**config.mk**
```make
export PLATFORM = sky130hd
export DESIGN_NAME = multicycle_controller
export DESIGN_NICKNAME = d
export VERILOG_FILES = /design/src/rtl/multicycle_controller.sv
export SDC_FILE = /design/constraint.sdc
export NUM_CORES = 1
export LEC_CHECK = 0
export CAP_MARGIN = 30
export CORE_AREA = 2 2 39 41
export DETAILED_ROUTE_END_ITERATION = 7
export DIE_AREA = 0 0 41 43
export PLACE_DENSITY_LB_ADDON = 0.1
export SLEW_MARGIN = 20
export SYNTH_ARGS = -nofsm -noshare
export SYNTH_HDL_FRONTEND = slang
export SYNTH_SLANG_ARGS = --single-unit
```
**constraint.sdc**
```tcl
create_clock -name clk -period 3.9 [get_ports clk]
set_input_delay 0.78 -clock clk [delete_from_list [all_inputs] [get_ports clk]]
set_output_delay 0.78 -clock clk [all_outputs]
set_load 0.02 [all_outputs]
```
**src/rtl/multicycle_controller.sv**
```systemverilog
// Multi-cycle control FSM for the 16-bit, 4-bit-opcode core.
// It sequences FETCH -> DECODE -> EXEC -> [MEM] -> [WB] and drives every time-varying
// datapath enable. Illegal opcodes lock the FSM in TRAP until reset.
// Optional: define CTRL_PERF_CNT_EN to add the retired_cnt / stall_cnt performance counters.
module multicycle_controller #(
    parameter int unsigned OPC_W   = 4,
    parameter int unsigned NUM_OPC = 12
) (
    input  logic             clk,
    input  logic             reset,
    input  logic [OPC_W-1:0] opcode,
    input  logic             alu_zero,
    input  logic             imem_ack,
    input  logic             dmem_ack,
    output logic             imem_req,
    output logic             ir_we,
    output logic             pc_we,
    output logic             pc_src,
    output logic             alu_en,
    output logic             dmem_req,
    output logic             dmem_we,
    output logic             reg_we,
    output logic             retire,
    output logic             trap,
`ifdef CTRL_PERF_CNT_EN
    output logic [31:0]      retired_cnt,
    output logic [31:0]      stall_cnt,
`endif
    output logic [2:0]       state_o
);

    typedef enum logic [2:0] {
        StFetch  = 3'd0,
        StDecode = 3'd1,
        StExec   = 3'd2,
        StMem    = 3'd3,
        StWb     = 3'd4,
        StTrap   = 3'd5
    } state_e;

    localparam logic [OPC_W-1:0] OpLw    = OPC_W'(0);
    localparam logic [OPC_W-1:0] OpSw    = OPC_W'(1);
    localparam logic [OPC_W-1:0] OpBeqz  = OPC_W'(10);
    localparam logic [OPC_W-1:0] OpBneqz = OPC_W'(11);
    // One extra bit so NUM_OPC == 2**OPC_W (no illegal opcodes) still compares correctly.
    localparam logic [OPC_W:0]   NumOpc  = (OPC_W + 1)'(NUM_OPC);

    state_e state_q, state_d;

    logic is_mem, is_sw, is_branch, taken, illegal;

    assign is_sw     = (opcode == OpSw);
    assign is_mem    = (opcode == OpLw) || is_sw;
    assign is_branch = (opcode == OpBeqz) || (opcode == OpBneqz);
    assign taken     = ((opcode == OpBeqz) && alu_zero) || ((opcode == OpBneqz) && !alu_zero);
    assign illegal   = ({1'b0, opcode} >= NumOpc);

    // State register; reset returns to FETCH immediately and drops any in-flight access.
    always_ff @(posedge clk or posedge reset) begin
        if (reset) begin
            state_q <= StFetch;
        end else begin
            state_q <= state_d;
        end
    end

    // Next-state decode.
    always_comb begin
        state_d = state_q;
        case (state_q)
            StFetch:  if (imem_ack) state_d = StDecode;
            StDecode: state_d = illegal ? StTrap : StExec;
            StExec: begin
                if (is_mem) begin
                    state_d = StMem;
                end else if (is_branch) begin
                    state_d = StFetch;
                end else begin
                    state_d = StWb;
                end
            end
            StMem: begin
                if (dmem_ack) state_d = is_sw ? StFetch : StWb;
            end
            StWb:     state_d = StFetch;
            StTrap:   state_d = StTrap;
            default:  state_d = StFetch; // unreachable codes recover
        endcase
    end

    // Strobe decode; everything is forced low while reset is asserted.
    always_comb begin
        imem_req = 1'b0;
        ir_we    = 1'b0;
        pc_we    = 1'b0;
        pc_src   = 1'b0;
        alu_en   = 1'b0;
        dmem_req = 1'b0;
        dmem_we  = 1'b0;
        reg_we   = 1'b0;
        retire   = 1'b0;
        trap     = 1'b0;
        if (!reset) begin
            case (state_q)
                StFetch: begin
                    imem_req = 1'b1;
                    if (imem_ack) begin
                        ir_we = 1'b1;
                        pc_we = 1'b1;
                    end
                end
                StExec: begin
                    alu_en = 1'b1;
                    if (is_branch) begin
                        retire = 1'b1;
                        if (taken) begin
                            pc_we  = 1'b1;
                            pc_src = 1'b1;
                        end
                    end
                end
                StMem: begin
                    dmem_req = 1'b1;
                    dmem_we  = is_sw;
                    retire   = dmem_ack && is_sw;
                end
                StWb: begin
                    reg_we = 1'b1;
                    retire = 1'b1;
                end
                StTrap:  trap = 1'b1;
                default: ;
            endcase
        end
    end

    assign state_o = state_q;

`ifdef CTRL_PERF_CNT_EN
    logic [31:0] retired_q, retired_d, stall_q, stall_d;

    // Counter next-state: count retires and ack-wait cycles, frozen while trapped.
    always_comb begin
        retired_d = retired_q;
        stall_d   = stall_q;
        if (state_q != StTrap) begin
            if (retire) retired_d = retired_q + 32'd1;
            if (((state_q == StFetch) && !imem_ack) || ((state_q == StMem) && !dmem_ack)) begin
                stall_d = stall_q + 32'd1;
            end
        end
    end

    // Counter registers.
    always_ff @(posedge clk or posedge reset) begin
        if (reset) begin
            retired_q <= 32'd0;
            stall_q   <= 32'd0;
        end else begin
            retired_q <= retired_d;
            stall_q   <= stall_d;
        end
    end

    assign retired_cnt = retired_q;
    assign stall_cnt   = stall_q;
`endif

endmodule

```
==> summary.md, run 1 <==
| Metric | Value |
|---|---|
| Die height | 43 um |
| Layout cell share with drive strength beyond 1 | 18.8% |
| RSZ-0062 raised after global routing | no |
| Grt ovf | 0 |
| Routability cong. | 0.788 |
| Gr usage total | 11.9% |
| Clock tree buffer depth | 2 |
| H-Tree Depth | 1 |
| VDD IR-drop max | 0.152 mV |
| Flop pwr share | 26.4% |
| # fillers | 144 |
| Post-route ant nets | 0 |
| Clock power frac | 14.3% |
| #FFs+latches synth | 3 |
| 1st-pass router iterations | 2 |
| Internal power | 0.199 mW |
| Placement Rows | 14 |
| Synthesized instance count | 47 |
| Startpoint Class | primary input |
| # diodes | 0 |
| Num ports | 22 |
| Final clock skew | 0.0715 ps |
| Post-synth top area share | 18.7% |
| PD cells | 570 mW/mm^2 |
| Total clock sinks | 3 |
| Max Transition Viols Final | 0 |
| Cell taking the most area after synthesis | dfrtp_1 |
| Hold buffers post-CTS | 0 |
| Largest register FFs | 3 |
| Worst slew pin tran | 467 ps |
| Mapped Area | 402 sq um |
| Vias in the first global route | 353 |
| Post-synthesis sequential area ratio | 18.7% |
| Crit path max fanout | 4 |
| Worst Setup SP | reset |
| Initial antenna violation count | 0 |
| Setup CP Type | primary input to primary output |
| Period utilisation layout | 86.4% |
| Worst R2R Start | state_o[1]$_DFFE_PP0P_ |
| Outcome | finished clean |
| Setup-failing EPs final | 0 |
| NetSw | 0.160 mW |
| Initial Util | 29.0% |
| Layout area overhead | 56.4% |
| CTS tree | yes |
| LEAKAGE | 0.240 nW |
| Largest net degree at the start of global routing | 14 |
| Register area | 75.1 sq um |
| Total CTS buffers | 3 |
| PortBufs | 21 |
| Core area | 0.00138 sq mm |
| # nets final | 79 |
| Post-CTS Setup Repair Bufs | 0 |
| Setup TNS | 0 ps |
| Hold Path Class | flop to flop |
| Root Driver | clkbuf_4 |
| Worst-Skew Late Latency | 220 ps |
| Net Sw Frac | 44.5% |
| Setup crit end kind | primary output |
| Vias per cell | 4.67 |
| Via Count | 397 |
| Cell variety after synth | 30 |
| Comb power frac | 59.2% |
| YS warnings | 0 |
| Area contributors post-synth | dfrtp_1 (19%), nor4_4 (11%), buf_6 (5.6%) |
| Detailed placement HPWL | 763 um |
| DIE WIDTH | 41 um |
| Clk slew on worst S/H paths | 30 ps |
| DRT iter0 DRCs | 11 |
| PostCTS Resize Cnt | 0 |
| Slew HR | 68.9% |
| CP Data Arrival Time | 2590 ps |
| Area occupied by multi-input gates | 289 sq um |
| Most common cell after layout, fill and taps aside | clkdlybuf4s50_1 |
| Avg Cell Area, Syn | 8.55 sq um |
| Drt wl/cell | 10.7 um |
| Syn_nets | 56 |
| First-pass GRT wire length | 1520 um |
| Hold Crit Start | state_o[2]$_DFFE_PP0P_ |
| Max-cap violations | 0 |
| Critical Path RT | 3120 ps |
| Hold Worst Slack | 686 ps |
| DIE AREA | 0.00176 sq mm |
| DRC viols | 0 |
| Post-Route WL | 909 um |
| Most frequent cells in the layout | clkdlybuf4s50_1 (21), nor2_1 (6), a21oi_1 (4) |
| Final count of hold timing violations | 0 |
| Fmax | 297 MHz |
| Tmin final | 3370 ps |
-- power by group through the flow --
| stage | clock [mW] | combinational (mW) | sequential [mW] |
|---|---|---|---|
| after floorplan | 0 | 0.169 | 0.0753 |
| after global placement | 0 | 0.217 | 0.0963 |
| after detailed placement | 0 | 0.214 | 0.0971 |
| after CTS | 0.0526 | 0.215 | 0.0959 |
| after global routing | 0.0538 | 0.229 | 0.101 |
| final | 0.0514 | 0.212 | 0.0947 |
-- worst paths after layout --
kind / end / slack, ps / depth (start not counted)
worst max-delay path: pc_we / 530 / 6
worst min-delay path: state_o[1]$_DFFE_PP0P_ / 690 / 1
worst max register to register: state_o[0]$_DFFE_PP0P_ / 2560 / 2
worst min register to register: state_o[1]$_DFFE_PP0P_ / 690 / 1
max in group asynchronous: state_o[1]$_DFFE_PP0P_ / 2860 / 2
min in group asynchronous: state_o[0]$_DFFE_PP0P_ / 920 / 2
-- cell families after synthesis --
| family | Yosys count | share of synthesized area [%] |
|---|---|---|
| AND/OR/NAND/NOR | 26 | 50.2 |
| AO/OA/AOI/OAI | 10 | 14.6 |
| buffers and inverters | 5 | 9.34 |
| flip-flops | 3 | 18.7 |
| XOR/XNOR | 2 | 4.36 |
| multiplexers | 1 | 2.80 |
-- cell usage after synthesis --
| library cell | instances |
|---|---|
| nor4_1 | 1 |
| nor2b_1 | 1 |
| and2_1 | 1 |
| nor2_2 | 1 |
| nor4_4 | 2 |
| a22o_1 | 1 |
| nor2b_4 | 1 |
| and3_1 | 1 |
| buf_6 | 2 |
| nand2_1 | 3 |
| nor3b_4 | 1 |
| inv_2 | 1 |
| a21oi_1 | 4 |
| o21ai_0 | 1 |
| o22ai_1 | 1 |
| a211o_1 | 1 |
| nor2_1 | 6 |
| nor3_1 | 2 |
| inv_1 | 1 |
| nand2_2 | 1 |
| o21ai_1 | 2 |
| nor3b_1 | 1 |
| nand2b_4 | 1 |
| nand3_2 | 1 |
| dfrtp_1 | 3 |
| mux2_2 | 1 |
| or2_1 | 1 |
| xnor2_1 | 2 |
| nand3b_1 | 1 |
| buf_4 | 1 |
-- per-stage QoR --
stage	util [%]	power [mW]	instance area (sq um)	setup slack [ps]	cells
floorplan	-	0.245	402	1510	47
global placement	43.5	0.314	602	488	81
detailed placement	43.5	0.311	602	500	81
CTS	45.4	0.363	628	500	85
global route	45.4	0.384	628	370	85
finish	45.4	0.358	628	532	85
-- layer usage --
metal / routed length [um] / up-vias / global-route usage, %
met1: 410 / 177 / 18.3
met3: 34 / 0 / 0
met2: 464 / 9 / 17.5
met5: 0 / - / 0
met4: 0 / 0 / 4.00
li1: - / 211 / -
-- critical path, stage by stage --
cell             delay [ps]
clkdlybuf4s50_1         540
inv_2                   160
nand3_2                 130
nor4_4                  260
or2_1                   130
clkdlybuf4s50_1         590
-- cell type report --
type                       count  share of cell area, %
clock buffer                   4                   4.18
inverter                       2                   1.20
multi-input combinational     39                   46.0
sequential                     3                   12.0
tap                           16                   3.19
timing repair buffer          21                   33.5
(Power assumes the default switching activity.)
==> inputs of run 2 (changes only) <==
Settings changed: CTS_BUF_LIST from default to sky130_fd_sc_hd__clkbuf_4.
==> run 2 against run 1 <==
Against the previous run:
- first-iteration DRC count shrank 9.1%
- final cell count stayed put
- worst hold slack worse by 1.5 ps
- final area is 0.60% higher
- routed wire length is 0.11% lower
- total power increased by 1.9%
- sequential share of layout area down 0.071 points
- non-clock buffer count is the same
- critical path type unchanged
- critical endpoint unchanged
- largest cell class unchanged
==> summary.md, run 2 (synthesis gave the netlist of run 1 again) <==
| Metric | Value |
|---|---|
| Clk slew on worst S/H paths | 30 ps (about the same) |
| Vias in the first global route | 352 (-0.28%) |
| PD cells | 578 mW/mm^2 (+1.3%) |
| Hold depth | 1 (unchanged) |
| Vias per cell | 4.65 (-0.50%) |
| Worst slew pin tran | 465 ps (-2.36 ps) |
| Total clock sinks | 3 (unchanged) |
| Layout cell share with drive strength beyond 1 | 20.3% (+1.4 points) |
| Internal power | 0.206 mW (+3.5%) |
| Flop pwr share | 25.9% (-0.5 points) |
| Max Transition Viols Final | 0 (unchanged) |
| Root Driver | clkbuf_4 |
| # fillers | 145 (+0.69%) |
| Comb power frac | 58.1% (-1.1 points) |
| Crit path max fanout | 4 (unchanged) |
| Hold buffers post-CTS | 0 (unchanged) |
| Num ports | 22 (unchanged) |
| DRC viols | 0 (unchanged) |
| Clock tree buffer depth | 2 (unchanged) |
| Clock power frac | 16.0% (+1.7 points) |
| Routability cong. | 0.788 (unchanged) |
| PortBufs | 21 (unchanged) |
| H-Tree Depth | 1 (unchanged) |
| Die height | 43 um (unchanged) |
| Critical Path RT | 3120 ps (about the same) |
| DIE AREA | 0.00176 sq mm (unchanged) |
| Net Sw Frac | 43.7% (-0.87 points) |
| Final count of hold timing violations | 0 (unchanged) |
| Crit path max-delay family | buffers and inverters |
| Layout area overhead | 57.3% |
| Gr usage total | 12.2% (+0.30 points) |
| Tmin final | 3370 ps (-0.422 ps) |
| Worst-Skew Late Latency | 220 ps (about the same) |
| Initial Util | 29.0% (unchanged) |
| Post-Route WL | 908 um (-0.11%) |
| First-pass GRT wire length | 1540 um (+0.92%) |
| Total CTS buffers | 3 (unchanged) |
| # nets final | 79 (unchanged) |
| DRT iter0 DRCs | 10 (-1) |
| Most frequent cells in the layout | clkdlybuf4s50_1 (21), nor2_1 (6), a21oi_1 (4), clkbuf_4 (4) |
| Post-CTS Setup Repair Bufs | 0 (unchanged) |
| CP most frequent cell | clkdlybuf4s50_1 |
| DIE WIDTH | 41 um (unchanged) |
| Setup crit end kind | primary output |
| Slowest cell on crit path | clkdlybuf4s50_1 |
| Outcome | finished clean |
| Buf/Inv on CP | 3 (unchanged) |
| VDD IR-drop max | 0.152 mV (unchanged) |
| 1st-pass router iterations | 2 (unchanged) |
| Final clock skew | 1.16 ps (+1.09 ps) |
| Drt wl/cell | 10.7 um (-0.11%) |
| Worst R2R Start | state_o[1]$_DFFE_PP0P_ |
| Placement Rows | 14 (unchanged) |
| Largest net degree at the start of global routing | 14 (unchanged) |
| Hold Worst Slack | 685 ps (-1.52 ps) |
| NetSw | 0.159 mW (-0.11%) |
| Max-cap violations | 0 (unchanged) |
| Startpoint Class | primary input |
| Setup-failing EPs final | 0 (unchanged) |
| PostCTS Resize Cnt | 0 (unchanged) |
| Register-to-Register Setup Slack | 2570 ps (about the same) |
| CP Data Arrival Time | 2590 ps (about the same) |
| Grt ovf | 0 (unchanged) |
| RSZ-0062 raised after global routing | no |
| Crit path cell chain | clkdlybuf4s50_1, inv_2, nand3_2, nor4_4, or2_1, clkdlybuf4s50_1 |
| Core area | 0.00138 sq mm (unchanged) |
| CP peak stage delay | 590 ps (about the same) |
| Levels on crit path | 6 (unchanged) |
| Most common cell after layout, fill and taps aside | clkdlybuf4s50_1 |
| Slew HR | 69.0% (+0.16 points) |
| Post-route ant nets | 0 (unchanged) |
| Initial antenna violation count | 0 (unchanged) |
| Worst Setup SP | reset |
| CTS tree | yes |
| Detailed placement HPWL | 763 um (unchanged) |
| Worst Reg-to-Reg Cells | 2 (unchanged) |
| Setup CP Type | primary input to primary output |
| Register area | 75.1 sq um (unchanged) |
| Setup TNS | 0 ps (unchanged) |
| Hold Path Class | flop to flop |
| Worst R2R End | state_o[0]$_DFFE_PP0P_ |
| Largest register FFs | 3 (unchanged) |
| Fmax | 297 MHz (about the same) |
| Period utilisation layout | 86.4% (about the same) |
| # diodes | 0 (unchanged) |
| Crit path capture | pc_we |
| Via Count | 395 (-0.50%) |
| Area occupied by multi-input gates | 289 sq um (unchanged) |
| LEAKAGE | 0.244 nW (+1.4%) |
[run 2: cell counts in the layout (fill, tap and decap cells not counted)]
No cell type changed its count.
[run 2: layer usage]
layer,track usage [%],up-vias,part of all wire (%)
li1,-,210,-
met1,18.3,176,45
met2,17.5,9,51
met3,1.57,0,3.7
met4,4.00,0,0
met5,0,-,0
[run 2: worst min path at each step]
stage                                start                     end  slack [ps]
floorplan                            reset  state_o[0]$_DFFE_PP0P_         530
global placement    state_o[2]$_DFFE_PP0P_  state_o[1]$_DFFE_PP0P_         680
detailed placement  state_o[2]$_DFFE_PP0P_  state_o[1]$_DFFE_PP0P_         690
CTS                 state_o[2]$_DFFE_PP0P_  state_o[1]$_DFFE_PP0P_         690
global route        state_o[2]$_DFFE_PP0P_  state_o[1]$_DFFE_PP0P_         740
finish              state_o[2]$_DFFE_PP0P_  state_o[1]$_DFFE_PP0P_         680
[run 2: worst reg2reg max path, delay by kind of cell (launching register included)]
family | cells | cell delay [ps]
DFF | 1 | 620
muxes | 1 | 400
AOI/OAI and AO/OA | 1 | 200
[run 2: power groups by stage]
stage / registers, mW / clock network [mW] / logic, mW
floorplan: 0.0753 / 0 / 0.169
global placement: 0.0963 / 0 / 0.217
detailed placement: 0.0971 / 0 / 0.214
CTS: 0.0959 / 0.0600 / 0.215
global route: 0.101 / 0.0625 / 0.229
finish: 0.0946 / 0.0582 / 0.212
[run 2: area by class of cell]
type	count	area share, %
inverter	2	1.19
timing repair buffer	21	33.3
clock buffer	4	4.75
sequential	3	11.9
multi-input combinational	39	45.7
tap	16	3.17
[run 2: per-stage QoR]
step | power (mW) | utilization, % | worst slack (ps) | area [sq um] | std cells
finish | 0.365 | 45.7 | 532 | 632 | 85
global route | 0.392 | 45.7 | 370 | 632 | 85
CTS | 0.371 | 45.7 | 500 | 632 | 85
detailed placement | 0.311 | 43.5 | 500 | 602 | 81
global placement | 0.314 | 43.5 | 488 | 602 | 81
floorplan | 0.245 | - | 1510 | 402 | 47
==> variant, RTL diff (settings of run 1) <==
The parameter `OPC_W` goes from 4 to 3.
--- a/src/rtl/multicycle_controller.sv
+++ b/src/rtl/multicycle_controller.sv
@@ -5,3 +5,3 @@
 module multicycle_controller #(
-    parameter int unsigned OPC_W   = 4,
+    parameter int unsigned OPC_W   = 3,
     parameter int unsigned NUM_OPC = 12
Interface: changed (resized opcode); port bits go from 22 to 21. The function was not compared with the original's and may differ.
==> variant against run 1 <==
Wire length grew 9.9%; total power decreased by 0.25%; highest routed layer is now met4; synthesized area decreased by 17%; cell count fell by 4.7%; clock skew increased by 0.0013 ns; core utilization fell by 4.5 points; setup slack got worse by 0.069 ns; design area is 10% lower; count of clock-buffer cells in the layout unchanged; sequential cell count is the same; critical path depth stayed put; via count grew 2.3%.
==> variant: results <==
group,metric,value,unit
logic_synthesis,yosys-top-cells-count,"nor2_1 (4), o21ai_0 (4)",
logic_synthesis,syn_nets,52,
global_route,grt_pass1_wl,1600,µm
finish,antennaDiodeCount,0,
finish,drive_gt1_frac,0.1077,
hold_path,min_path_type,"flop to flop",
run_status,outcome,"finished clean",
power_and_ir_drop,irDropWorstVdd,355.3,µV
placement,place_ws,0.4404,ns
clocking,cts_root_buf,"clkbuf_4",
worst_setup_path,crit_path_max_incr_delay,0.66,ns
global_route,grt_usage,0.1365,
global_route,grt_pass1_vias,370,
logic_synthesis,async_flop_share,1.000,
routing,firstDrtPassIters,4,
placement,dp_cells,77,
sta,skew,0.001421,ns
finish,nNetsFinal,74,
placement,hpwl,702.3,µm
placement,gp_congestion,0.7865,
clocking,cts_buffers,3,
global_route,grt_max_degree,16,
routing,drt_wl_total,999,µm
worst_setup_path,reg2reg_slack,2.48,ns
logic_synthesis,avgSynthCellArea,7.593,µm²
logic_synthesis,synth-seq-area-share,0.2247,
placement,port_buffers,20,
routing,vias,406,
power_and_ir_drop,power.leakage,0.0002051,µW
sta,worst_hold_slack,0.7408,ns
logic_synthesis,synthTopCellsByArea,"dfrtp_1 (22%), nor4_4 (6.4%), o21ai_0 (6.0%)",
finish,fillers,159,
routing,drtIter0Drc,10,
sta,fmax,290.9,MHz
clocking,clk_latency,0.24,ns
logic_synthesis,synth.distinct_cells,25,
sta,relSlewSlack,0.6579,
worst_setup_path,arrival,2.66,ns
routing,wl_per_cell,12.33,µm
placement,place_area,539.3,µm²
finish,area_growth,69.29,%
worst_setup_path,crit_fanout,3,
-- variant: metal layers --
layer	GRT usage	vias to the layer above	wire, µm
met2	0.1563	18	385
met4	0.04000	0	10
met1	0.1994	180	500
met5	0	-	0
met3	0.09424	3	101
li1	-	205	-
-- variant: final timing paths --
path	end	start	cells past startpoint
worst max-delay path	pc_we	opcode[1]	6
worst max register to register	state_o[2]	state_o[2]	4
min in group asynchronous	state_o[1]	reset	3
worst min-delay path	state_o[1]	state_o[1]	2
max in group asynchronous	state_o[0]	reset	3
worst min register to register	state_o[1]	state_o[1]	2
-- variant: final cells by class --
cell class	count	share of cell area
clock buffers	4	0.04646
inverters	3	0.01991
multi-input cells	34	0.3982
flip-flops and latches	3	0.1327
well taps	16	0.03540
repair buffers	21	0.3673
-- variant: logic make-up (layout without fill, tap and decap cells) --
kind of cell | after synthesis | after routing | synth area share
simple gates | 21 | 21 | 0.3783
compound gates | 12 | 12 | 0.2697
buf+inv | 7 | 28 | 0.1011
flops | 3 | 3 | 0.2247
xor+xnor | 1 | 1 | 0.02622
-- variant: worst register-to-register path, stage by stage, from the launching register on --
cell and delay [ns]:
dfrtp_1 0.52, nand2b_1 0.29, o21ai_0 0.21, a32oi_1 0.08, a221oi_1 0.22
-- variant: power by group --
part	internal, µW	total (µW)	switching, µW	leakage, µW
Sequential	44.6	96.5	52.0	0.0000388
Combinational	99.0	202	103	0.000151
Clock	38.6	58.4	19.8	0.0000150
Total	182	357	175	0.000205
